[config.mk]
export PLATFORM = sky130hd
export DESIGN_NAME = prach_ditfft3_bf2_flat
export DESIGN_NICKNAME = d
export VERILOG_FILES = /design/src/rtl/prach_pkg.sv /design/src/rtl/prach_ditfft3_bf2_if.sv /design/src/rtl/prach_round_sat.sv /design/src/rtl/prach_ditfft3_bf2.sv /design/src/flat_wrapper.sv
export SDC_FILE = /design/constraint.sdc
export NUM_CORES = 1
export LEC_CHECK = 0
export BUFFER_PORTS_ARGS = -buffer_cell sky130_fd_sc_hd__buf_2
export CAP_MARGIN = 20
export CORE_ASPECT_RATIO = 0.75
export CORE_MARGIN = 10
export CORE_UTILIZATION = 55
export CTS_CLUSTER_DIAMETER = 100
export DETAILED_ROUTE_END_ITERATION = 10
export PLACE_DENSITY = 0.84
export SYNTH_ARGS = -nofsm -noshare
export SYNTH_HDL_FRONTEND = slang
export SYNTH_SLANG_ARGS = --single-unit
[constraint.sdc]
create_clock -name clk -period 19 [get_ports clk]
set_input_delay 0.95 -clock clk [delete_from_list [all_inputs] [get_ports clk]]
set_output_delay 0.95 -clock clk [all_outputs]
set_load 0.02 [all_outputs]
[src/rtl/prach_pkg.sv]
// Shared definitions for the PRACH radix-3 DIT butterfly stages.
//   PRACH_DW    : external sample width (signed two's complement)
//   PRACH_IW    : internal width of the x2-scaled butterfly sums
//   SQRT3_2_Q17 : sqrt(3)/2 in Q1.17
//   cplx18_t    : packed complex sample {re, im}
//   phase_t     : position of a sample inside its {a, b, c} triplet
//   sat18       : clamp a widened value into the 18-bit signed range
package prach_pkg;

   localparam int PRACH_DW    = 18;
   localparam int PRACH_IW    = 21;
   localparam int SQRT3_2_Q17 = 113512;

   typedef struct packed {
      logic signed [PRACH_DW-1:0] re;
      logic signed [PRACH_DW-1:0] im;
   } cplx18_t;

   typedef enum logic [1:0] {
      PH_A = 2'd0,
      PH_B = 2'd1,
      PH_C = 2'd2
   } phase_t;

   function automatic logic signed [PRACH_DW-1:0] sat18(input logic signed [21:0] v);
      if (v > 22'sd131071) begin
         return 18'sd131071;
      end else if (v < -22'sd131072) begin
         return -18'sd131072;
      end else begin
         return v[PRACH_DW-1:0];
      end
   endfunction

endpackage

[src/rtl/prach_ditfft3_bf2_if.sv]
// Stream bundle of the second radix-3 butterfly stage.
//   din_dr/din_di   : input sample (re/im), signed 18 bit
//   din_dv          : input sample valid
//   sync_in         : marks sample a of a triplet, meaningful with din_dv
//   dout_dr/dout_di : output sample (re/im), signed 18 bit
//   dout_dv         : output valid
//   sync_out        : marks X0 of an output triplet
//   dbg_phase       : triplet phase the next valid sample will take
// Handshake: there is no back-pressure. A sample transfers on every rising
// clk edge where din_dv is high; dout_* carry a result on every cycle where
// dout_dv is high and hold their last value otherwise.
// slave = the butterfly, master = the upstream source / downstream sink.
interface prach_ditfft3_bf2_if;
   import prach_pkg::*;

   logic signed [PRACH_DW-1:0] din_dr;
   logic signed [PRACH_DW-1:0] din_di;
   logic                       din_dv;
   logic                       sync_in;
   logic signed [PRACH_DW-1:0] dout_dr;
   logic signed [PRACH_DW-1:0] dout_di;
   logic                       dout_dv;
   logic                       sync_out;
   phase_t                     dbg_phase;

   modport slave (
      input  din_dr, din_di, din_dv, sync_in,
      output dout_dr, dout_di, dout_dv, sync_out, dbg_phase
   );

   modport master (
      output din_dr, din_di, din_dv, sync_in,
      input  dout_dr, dout_di, dout_dv, sync_out, dbg_phase
   );

endinterface

[src/rtl/prach_round_sat.sv]
// Combinational round-half-up right shift by SCALE_SHIFT+1 followed by
// saturation to 18 bits. The +1 removes the x2 scaling the butterfly
// carries internally.
//   val : 21-bit signed x2-scaled sum
//   res : 18-bit signed rounded and saturated result
module prach_round_sat
   import prach_pkg::*;
#(
   parameter int SCALE_SHIFT = 1
) (
   input  logic signed [PRACH_IW-1:0] val,
   output logic signed [PRACH_DW-1:0] res
);

   localparam int                 SH   = SCALE_SHIFT + 1;
   localparam logic signed [21:0] HALF = 22'sd1 <<< (SH - 1);

   logic signed [21:0] ext;
   logic signed [21:0] biased;
   logic signed [21:0] shifted;

   // One guard bit keeps the rounding add from wrapping near full scale.
   assign ext     = {val[PRACH_IW-1], val};
   assign biased  = ext + HALF;
   assign shifted = biased >>> SH;
   assign res     = sat18(shifted);

endmodule

[src/rtl/prach_ditfft3_bf2.sv]
// Second half of the radix-3 DIT butterfly. Consumes serial triplets
// {a, b, c} = {x0, x1+x2, x2-x1} and emits X0, X1, X2 serially, 4 cycles
// after the corresponding input sample.
//   clk, rst : clock, synchronous active-high reset
//   bus      : stream bundle (slave side), see prach_ditfft3_bf2_if
// Internal sums are held at x2 scale so that k*c (k = sqrt(3)/2) can be
// rounded to an integer 2kc without losing the half-LSB.
module prach_ditfft3_bf2
   import prach_pkg::*;
#(
   parameter int SCALE_SHIFT = 1
) (
   input logic                clk,
   input logic                rst,
   prach_ditfft3_bf2_if.slave bus
);

   localparam logic signed [17:0] K_S    = 18'(SQRT3_2_Q17);
   localparam logic signed [35:0] P_HALF = 36'sd32768;

   phase_t                     phase;
   phase_t                     cur_ph;
   cplx18_t                    a_q;
   cplx18_t                    b_q;
   logic                       v1;
   logic [3:0]                 dv_sr;
   logic [3:0]                 sy_sr;
   logic signed [PRACH_DW-1:0] dout_r;
   logic signed [PRACH_DW-1:0] dout_i;

   // x2-scaled partial results, registered when c arrives
   logic signed [PRACH_IW-1:0] s0r_q, s0i_q, dr_q, di_q, pcr_q, pci_q;
   // X1/X2 waiting for their output slot
   logic signed [PRACH_IW-1:0] h1r, h1i, h2r, h2i;

   logic signed [35:0]         mr, mi, pr_rnd, pi_rnd;
   logic signed [PRACH_IW-1:0] a2r, a2i, br, bi;
   logic signed [PRACH_IW-1:0] s1r, s1i, s2r, s2i, sel_r, sel_i;
   logic signed [PRACH_DW-1:0] rs_r, rs_i;

   // sync_in realigns the current sample to a
   assign cur_ph = bus.sync_in ? PH_A : phase;

   // 2kc = round(k_q17 * c / 2^16), taken straight from the input as c arrives
   assign mr     = 36'(bus.din_dr) * 36'(K_S);
   assign mi     = 36'(bus.din_di) * 36'(K_S);
   assign pr_rnd = (mr + P_HALF) >>> 16;
   assign pi_rnd = (mi + P_HALF) >>> 16;

   assign a2r = 21'(a_q.re) <<< 1;
   assign a2i = 21'(a_q.im) <<< 1;
   assign br  = 21'(b_q.re);
   assign bi  = 21'(b_q.im);

   assign s1r = dr_q - pci_q;
   assign s1i = di_q + pcr_q;
   assign s2r = dr_q + pci_q;
   assign s2i = di_q - pcr_q;

   // X0 leaves the cycle after c; afterwards the hold registers drain
   assign sel_r = v1 ? s0r_q : h1r;
   assign sel_i = v1 ? s0i_q : h1i;

   prach_round_sat #(.SCALE_SHIFT(SCALE_SHIFT)) u_rs_re (.val(sel_r), .res(rs_r));
   prach_round_sat #(.SCALE_SHIFT(SCALE_SHIFT)) u_rs_im (.val(sel_i), .res(rs_i));

   // Control: phase counter, valid/sync delay line and output registers.
   // A mid-triplet gap simply leaves the phase where it was.
   always_ff @(posedge clk) begin
      if (rst) begin
         phase  <= PH_A;
         v1     <= 1'b0;
         dv_sr  <= '0;
         sy_sr  <= '0;
         dout_r <= '0;
         dout_i <= '0;
      end else begin
         dv_sr <= {dv_sr[2:0], bus.din_dv};
         sy_sr <= {sy_sr[2:0], bus.sync_in};
         v1    <= bus.din_dv && (cur_ph == PH_C);
         if (bus.din_dv) begin
            phase <= (cur_ph == PH_C) ? PH_A : phase_t'(cur_ph + 2'd1);
         end
         // dv_sr[2] is the valid that becomes dout_dv on this edge
         if (dv_sr[2]) begin
            dout_r <= rs_r;
            dout_i <= rs_i;
         end
      end
   end

   // Datapath registers carry no reset; validity is tracked above.
   always_ff @(posedge clk) begin
      if (bus.din_dv && (cur_ph == PH_A)) begin
         a_q <= {bus.din_dr, bus.din_di};
      end
      if (bus.din_dv && (cur_ph == PH_B)) begin
         b_q <= {bus.din_dr, bus.din_di};
      end
      if (bus.din_dv && (cur_ph == PH_C)) begin
         s0r_q <= a2r + (br <<< 1);
         s0i_q <= a2i + (bi <<< 1);
         dr_q  <= a2r - br;
         di_q  <= a2i - bi;
         pcr_q <= pr_rnd[PRACH_IW-1:0];
         pci_q <= pi_rnd[PRACH_IW-1:0];
      end
      if (v1) begin
         h1r <= s1r;
         h1i <= s1i;
         h2r <= s2r;
         h2i <= s2i;
      end else if (dv_sr[2]) begin
         h1r <= h2r;
         h1i <= h2i;
      end
   end

   assign bus.dout_dr   = dout_r;
   assign bus.dout_di   = dout_i;
   assign bus.dout_dv   = dv_sr[3];
   assign bus.sync_out  = sy_sr[3];
   assign bus.dbg_phase = phase;

endmodule

[src/flat_wrapper.sv]
// flat-port wrapper written by rule: the top's interface ports become plain ports
module prach_ditfft3_bf2_flat import prach_pkg::*;
#(
   parameter int SCALE_SHIFT = 1
)
  (clk, rst, bus_din_dr, bus_din_di, bus_din_dv, bus_sync_in, bus_dout_dr, bus_dout_di, bus_dout_dv, bus_sync_out, bus_dbg_phase);
  prach_ditfft3_bf2_if bus_i ();
  input logic clk;
  input logic rst;
  input wire logic [$bits(bus_i.din_dr)-1:0] bus_din_dr;
  input wire logic [$bits(bus_i.din_di)-1:0] bus_din_di;
  input wire logic [$bits(bus_i.din_dv)-1:0] bus_din_dv;
  input wire logic [$bits(bus_i.sync_in)-1:0] bus_sync_in;
  output wire logic [$bits(bus_i.dout_dr)-1:0] bus_dout_dr;
  output wire logic [$bits(bus_i.dout_di)-1:0] bus_dout_di;
  output wire logic [$bits(bus_i.dout_dv)-1:0] bus_dout_dv;
  output wire logic [$bits(bus_i.sync_out)-1:0] bus_sync_out;
  output wire logic [$bits(bus_i.dbg_phase)-1:0] bus_dbg_phase;
  assign bus_i.din_dr = bus_din_dr;
  assign bus_i.din_di = bus_din_di;
  assign bus_i.din_dv = bus_din_dv;
  assign bus_i.sync_in = bus_sync_in;
  assign bus_dout_dr = bus_i.dout_dr;
  assign bus_dout_di = bus_i.dout_di;
  assign bus_dout_dv = bus_i.dout_dv;
  assign bus_sync_out = bus_i.sync_out;
  assign bus_dbg_phase = bus_i.dbg_phase;
  prach_ditfft3_bf2 #(.SCALE_SHIFT(SCALE_SHIFT)) u_core (.clk(clk), .rst(rst), .bus(bus_i));
endmodule
# [Word level (Yosys, flattened, before mapping)]
# Index checks and enable logic that the tools add are counted.
[totals] inputBits=40 ff_bits=327 wordCells=58
[classes] reduce_logical=5 mux=12 order_cmp=4 n_mul=2 eq_ne=2 addsub=13
[ops] op="$mux W21" n=6
[ops] op="$add A36 B17 Y36 const B" n=2
[ops] op="$mux W18" n=4
[ops] op="$mul A18 B15 Y33 const B" n=2
[ops] op="$add A21 B3 Y22 const B" n=2
[ops] op="$add A21 B20 Y21" n=2
[ops] op="$sub A21 B20 Y21" n=2
[ops] op="$add A19 B19 Y20" n=2
[ops] op="$gt A20 B18 Y1 const B" n=2
[ops] op="$lt A20 B18 Y1 const B" n=2
[ops] op="$sub A19 B18 Y20" n=2
[ops] op="$mux W2" n=2
[ops] op="$logic_and A1 B1 Y1" n=3
[ops] op="$add A2 B1 Y2 const B" n=1
[ops] op="$eq A2 B1 Y1 const B" n=1
[ops] op="$eq A2 B2 Y1 const B" n=1
[ops] op="$logic_not A2 Y1" n=1
[ops] op="$reduce_bool A2 Y1" n=1

# [Longest topological paths before layout]
[logic_depth] depth_word=5 ltp_mapped=26 depth_no_buf=25

# [Cells and area by module]
# Synthesis repeated with hierarchy kept, for this count alone.
[unflattened] cells_unflattened=3196 hier_area_um2=31874.3
[by_module_without_submodules] module="prach_ditfft3_bf2" n_inst=1 seq_area_each_um2=9168.8 area_per_inst_um2=30215.2 cells_per_inst=2944
[by_module_without_submodules] module="prach_round_sat" n_inst=2 seq_area_each_um2=0.0 area_per_inst_um2=829.5 cells_per_inst=126

# [Least setup slack after synthesis]
# OpenSTA, ideal clock, no wires.
[synth_timing] path_kind="in2reg" start="input port bus_sync_in" end="register u_core.di_q[0] (enable)" cell_stages=1 arrival_time_ns=12.258 slack_ns=5.850 n_path_buf=0 cell_sequence="nor4bb_1"
[synth_between] elab_chain_len=3
[synth_lines] item="start: declaration" line_no="flat_wrapper.sv:13" text="input wire logic [$bits(bus_i.sync_in)-1:0] bus_sync_in;"
[synth_lines] item="$mux W2" line_no="prach_ditfft3_bf2.sv:42" text="assign cur_ph = bus.sync_in ? PH_A : phase;"
[synth_lines] item="$eq A2 B2 Y1" line_no="prach_ditfft3_bf2.sv:100" text="if (bus.din_dv && (cur_ph == PH_C)) begin"
[synth_lines] item="$logic_and A1 B1 Y1" line_no="prach_ditfft3_bf2.sv:100"
[synth_lines] item="end signal: assignment" line_no="prach_ditfft3_bf2.sv:104" text="di_q <= a2i - bi;"
[synth_lines] item="end: declaration" line_no="prach_ditfft3_bf2.sv:32" text="logic signed [PRACH_IW-1:0] s0r_q, s0i_q, dr_q, di_q, pcr_q, pci_q;"
# Every way passes these cells.
# A chain may end at the register's enable or synchronous reset.

# [Final worst setup path]
[layout_timing] start="input port bus_din_di[5]" end="register u_core.pci_q[15] (data pin)"
[layout_between] elab_chain_len=2
[layout_lines] item="start: declaration" line_no="flat_wrapper.sv:11" text="input wire logic [$bits(bus_i.din_di)-1:0] bus_din_di;"
[layout_lines] item="$mul A18 B15 Y33" line_no="prach_ditfft3_bf2.sv:46" text="assign mi = 36'(bus.din_di) * 36'(K_S);"
[layout_lines] item="$add A36 B17 Y36" line_no="prach_ditfft3_bf2.sv:48" text="assign pi_rnd = (mi + P_HALF) >>> 16;"
[layout_lines] item="named net u_core.pi_rnd[15]" line_no="prach_ditfft3_bf2.sv:36" text="logic signed [35:0] mr, mi, pr_rnd, pi_rnd;"
[layout_lines] item="end signal: assignment" line_no="prach_ditfft3_bf2.sv:106" text="pci_q <= pi_rnd[PRACH_IW-1:0];"
[layout_lines] item="end: declaration" line_no="prach_ditfft3_bf2.sv:32"
# The timed path passes the listed nets, and every way through them passes these cells.

==> impl_metrics.csv <==
group,metric,value,unit
cells_and_area,layout.cells.non_filler,3898,
timing,setup_viol,0,
grt,met1_usage,31.14,%
worst_hold_path,hp-class,"register to register",
worst_setup_path,worst_ep_required_time,19.31,ns
timing,finalCriticalPeriod,7.131,ns
worst_setup_path,endpoint_kind,"register",
worst_hold_path,worstHoldPathCells,1,
cts,clk_latency,0.57,ns
die,die_w,293.7,um
drt,totalWireLength,69.96,mm
grt,antenna_found_initial,2,
drt,wire_per_inst,17.95,um
worst_setup_path,reg2regPathDepth,12,
die,die_area,0.06615,mm2
cts,clk_path_buf_depth,3,
synthesis,synthesis.area,0.03090,mm2
flow_run,max_cap_viol_count,0,
die,start_util,55.43,%
worst_setup_path,crit_type,"primary input to register",
drt,drc,0,
grt,use_met3,3.770,%
synthesis,ys_seq_elements,317,
worst_setup_path,startpoint_type,"primary input",
worst_setup_path,worstReg2RegEnd,"u_core.bus.dout_dr[1]",
grt,grt_overflow,0,
drt,drtAntennaViolNets,0,
timing,rsz0062_at_grt,"false",
status,outcome,"complete, no violations",
timing,tightestPinTransition,1.062,ns
worst_setup_path,crit_slowest_cell,"fa_1",
place,place.gp.congestion,0.9621,
grt,grt_pass1_vias,21920,
cells_and_area,drive_gt1_share,6.883,%
grt,grt_max_degree,88,
cts,holdBufCountCts,0,
grt,top_usage_layer,"met2",
cells_and_area,fin_nets,3820,
cts,cts_buffers,36,
die,die_h,225.3,um
synthesis,ys_warn_count,0,
synthesis,ys_async_sr_fraction,0,%
synthesis,synth_cells,3083,
cts,post_cts_buffers,0,
worst_hold_path,hold_end,"u_core.sy_sr[2]",
worst_setup_path,crit_top_cell,"fa_1",
worst_hold_path,hold_path_startpoint,"u_core.sy_sr[1]",
die,rows,75,
worst_setup_path,r2r-start,"u_core.v1",
place,portBuffers,79,
grt,grt.total_usage,21.44,%
drt,vias_per_cell,5.610,
timing,final_hold_viol_count,0,
cells_and_area,diodes,0,
worst_setup_path,crit_chain,"buf_2 > ha_1 > inv_1 > fa_1 > fa_1 > fa_1 > inv_1 > fa_1 > inv_1 > fa_1 > inv_1 > ha_1 > a2111o_1 > a211o_1 > a31oi_2 > o31ai_4 > a311o_1 > xor2_1 > nand4_2 > nor3_2 > xor2_1 > nor2_1 > xnor2_1",
grt,grt_use_met2,33.03,%
die,io_pins,80,
drt,num_vias,21870,
timing,slew-limit-headroom,29.19,%
worst_setup_path,worstPathArrival,7.44,ns
cts,htreeDepth,2,
synthesis,synth_ff_type,"edfxtp_1",
synthesis,synth-edff-count,270,
timing,finalClockSkew,0.01934,ns
synthesis,synth_cell_types,101,
timing,finalSetupTns,0,ns
synthesis,yosysSeqAreaShare,29.29,%
cts,cts_resized,0,
worst_setup_path,reg2reg_slack,14.20,ns
place,dp_cells,3833,
cts,cts_tree,"done",
worst_setup_path,cp_max_fo,9,
cells_and_area,largest_register_ff_count,36,
timing,timing.final.crit_share,37.53,%
place,place_hpwl,57.08,mm
cells_and_area,area_growth,7.293,%
die,core,0.05574,mm2
grt,grt_pass1_wl,114.9,mm
cts,clk_pin_slew_worst_paths,0.06,ns
synthesis,syn_area_per_cell,10.02,um2
cts,cts_root_buffer,"clkbuf_16",
timing,max_freq,0.1402,GHz
synthesis,synth_fp_nets,3763,
drt,drt_first_pass_iters,5,
cells_and_area,largest_register,"u_core.b_q",
cts,cts_sinks,317,
worst_setup_path,slowest_delay,0.56,ns
timing,slew_violations,0,
drt,drt_iter0_drc,1961,
per-stage QoR:
step                setup slack [ns]  utilization [%]  hold slack (ns)  instance area (um2)
global route                   11.47            59.47           0.4616                33150
floorplan                      5.850                -           0.4138                30900
CTS                            11.94            59.47           0.4431                33150
global placement               11.47            57.40           0.4194                32000
finish                         11.87            59.47           0.4419                33150
detailed placement             11.37            57.40           0.4291                32000
area by class of cell:
cell class              instances  area [um2]
clock buffers                  44       954.7
clock inverters                21       198.9
fillers                      4490       22590
inverters                     588        2207
multi-input cells            2111       19370
flip-flops and latches        317        9054
well taps                     731       914.6
repair buffers                 86       447.9
cells by family (layout without fill, tap and decap cells):
family / count (synthesis) / count (layout) / share of synthesized area, %
compound gates: 545 / 545 / 11.60
flops: 317 / 317 / 29.29
simple gates: 635 / 635 / 10.05
xor+xnor: 245 / 245 / 7.038
fa+ha+maj: 644 / 644 / 32.51
buf+inv: 655 / 739 / 8.079
mux: 42 / 42 / 1.442
cell usage in the layout (no fill, tap or decap), types with 59 or more instances in the layout:
master	count
xor2_1	83
nand3_1	60
ha_1	374
buf_2	79
o21ai_0	113
xnor2_1	159
edfxtp_1	270
nor2_1	207
nor3_1	59
inv_1	588
nand2_1	134
fa_1	266
a21oi_1	152
synthesized netlist by cell type (all sizes together), types with 25 or more instances:
| master | instances | area share [%] |
|---|---|---|
| a21o | 35 | 0.85 |
| xnor2 | 160 | 4.6 |
| ha | 374 | 15 |
| a21oi | 156 | 2.6 |
| dfxtp | 47 | 3.0 |
| xor2 | 84 | 2.4 |
| clkbuf | 50 | 0.61 |
| o21ai | 119 | 2.0 |
| nor3 | 64 | 1.1 |
| fa | 266 | 17 |
| o21a | 29 | 0.71 |
| inv | 588 | 7.1 |
| nor2 | 210 | 2.6 |
| nand2b | 25 | 0.51 |
| nor2b | 47 | 0.95 |
| nand2 | 134 | 1.6 |
| nand3 | 60 | 0.97 |
| edfxtp | 270 | 26 |
per-layer routing:
metal	vias up	wire length, um
li1	10480	-
met1	10640	32990
met2	663	30410
met3	81	5226
met4	2	1320
met5	-	13
worst max path at each step:
stage                         from               end  slack [ns]  depth (start not counted)
floorplan              bus_sync_in    u_core.di_q[0]        5.85                          1
global placement     bus_din_dr[9]  u_core.pcr_q[17]       11.47                         23
detailed placement   bus_din_dr[6]  u_core.pcr_q[17]       11.37                         23
CTS                  bus_din_dr[6]  u_core.pcr_q[17]       11.94                         23
global route        bus_din_dr[10]  u_core.pcr_q[18]       11.47                         24
finish               bus_din_di[5]  u_core.pci_q[15]       11.87                         23
critical path, delay by kind of cell:
family	cells	cell delay [ns]
fa+ha+maj	7	3.24
compound gates	5	1.69
xor+xnor	3	0.65
buf+inv	5	0.40
simple gates	3	0.50
Power is not shown: default switching activity piles up to over one toggle a cycle in this logic, so the estimate is an artifact.
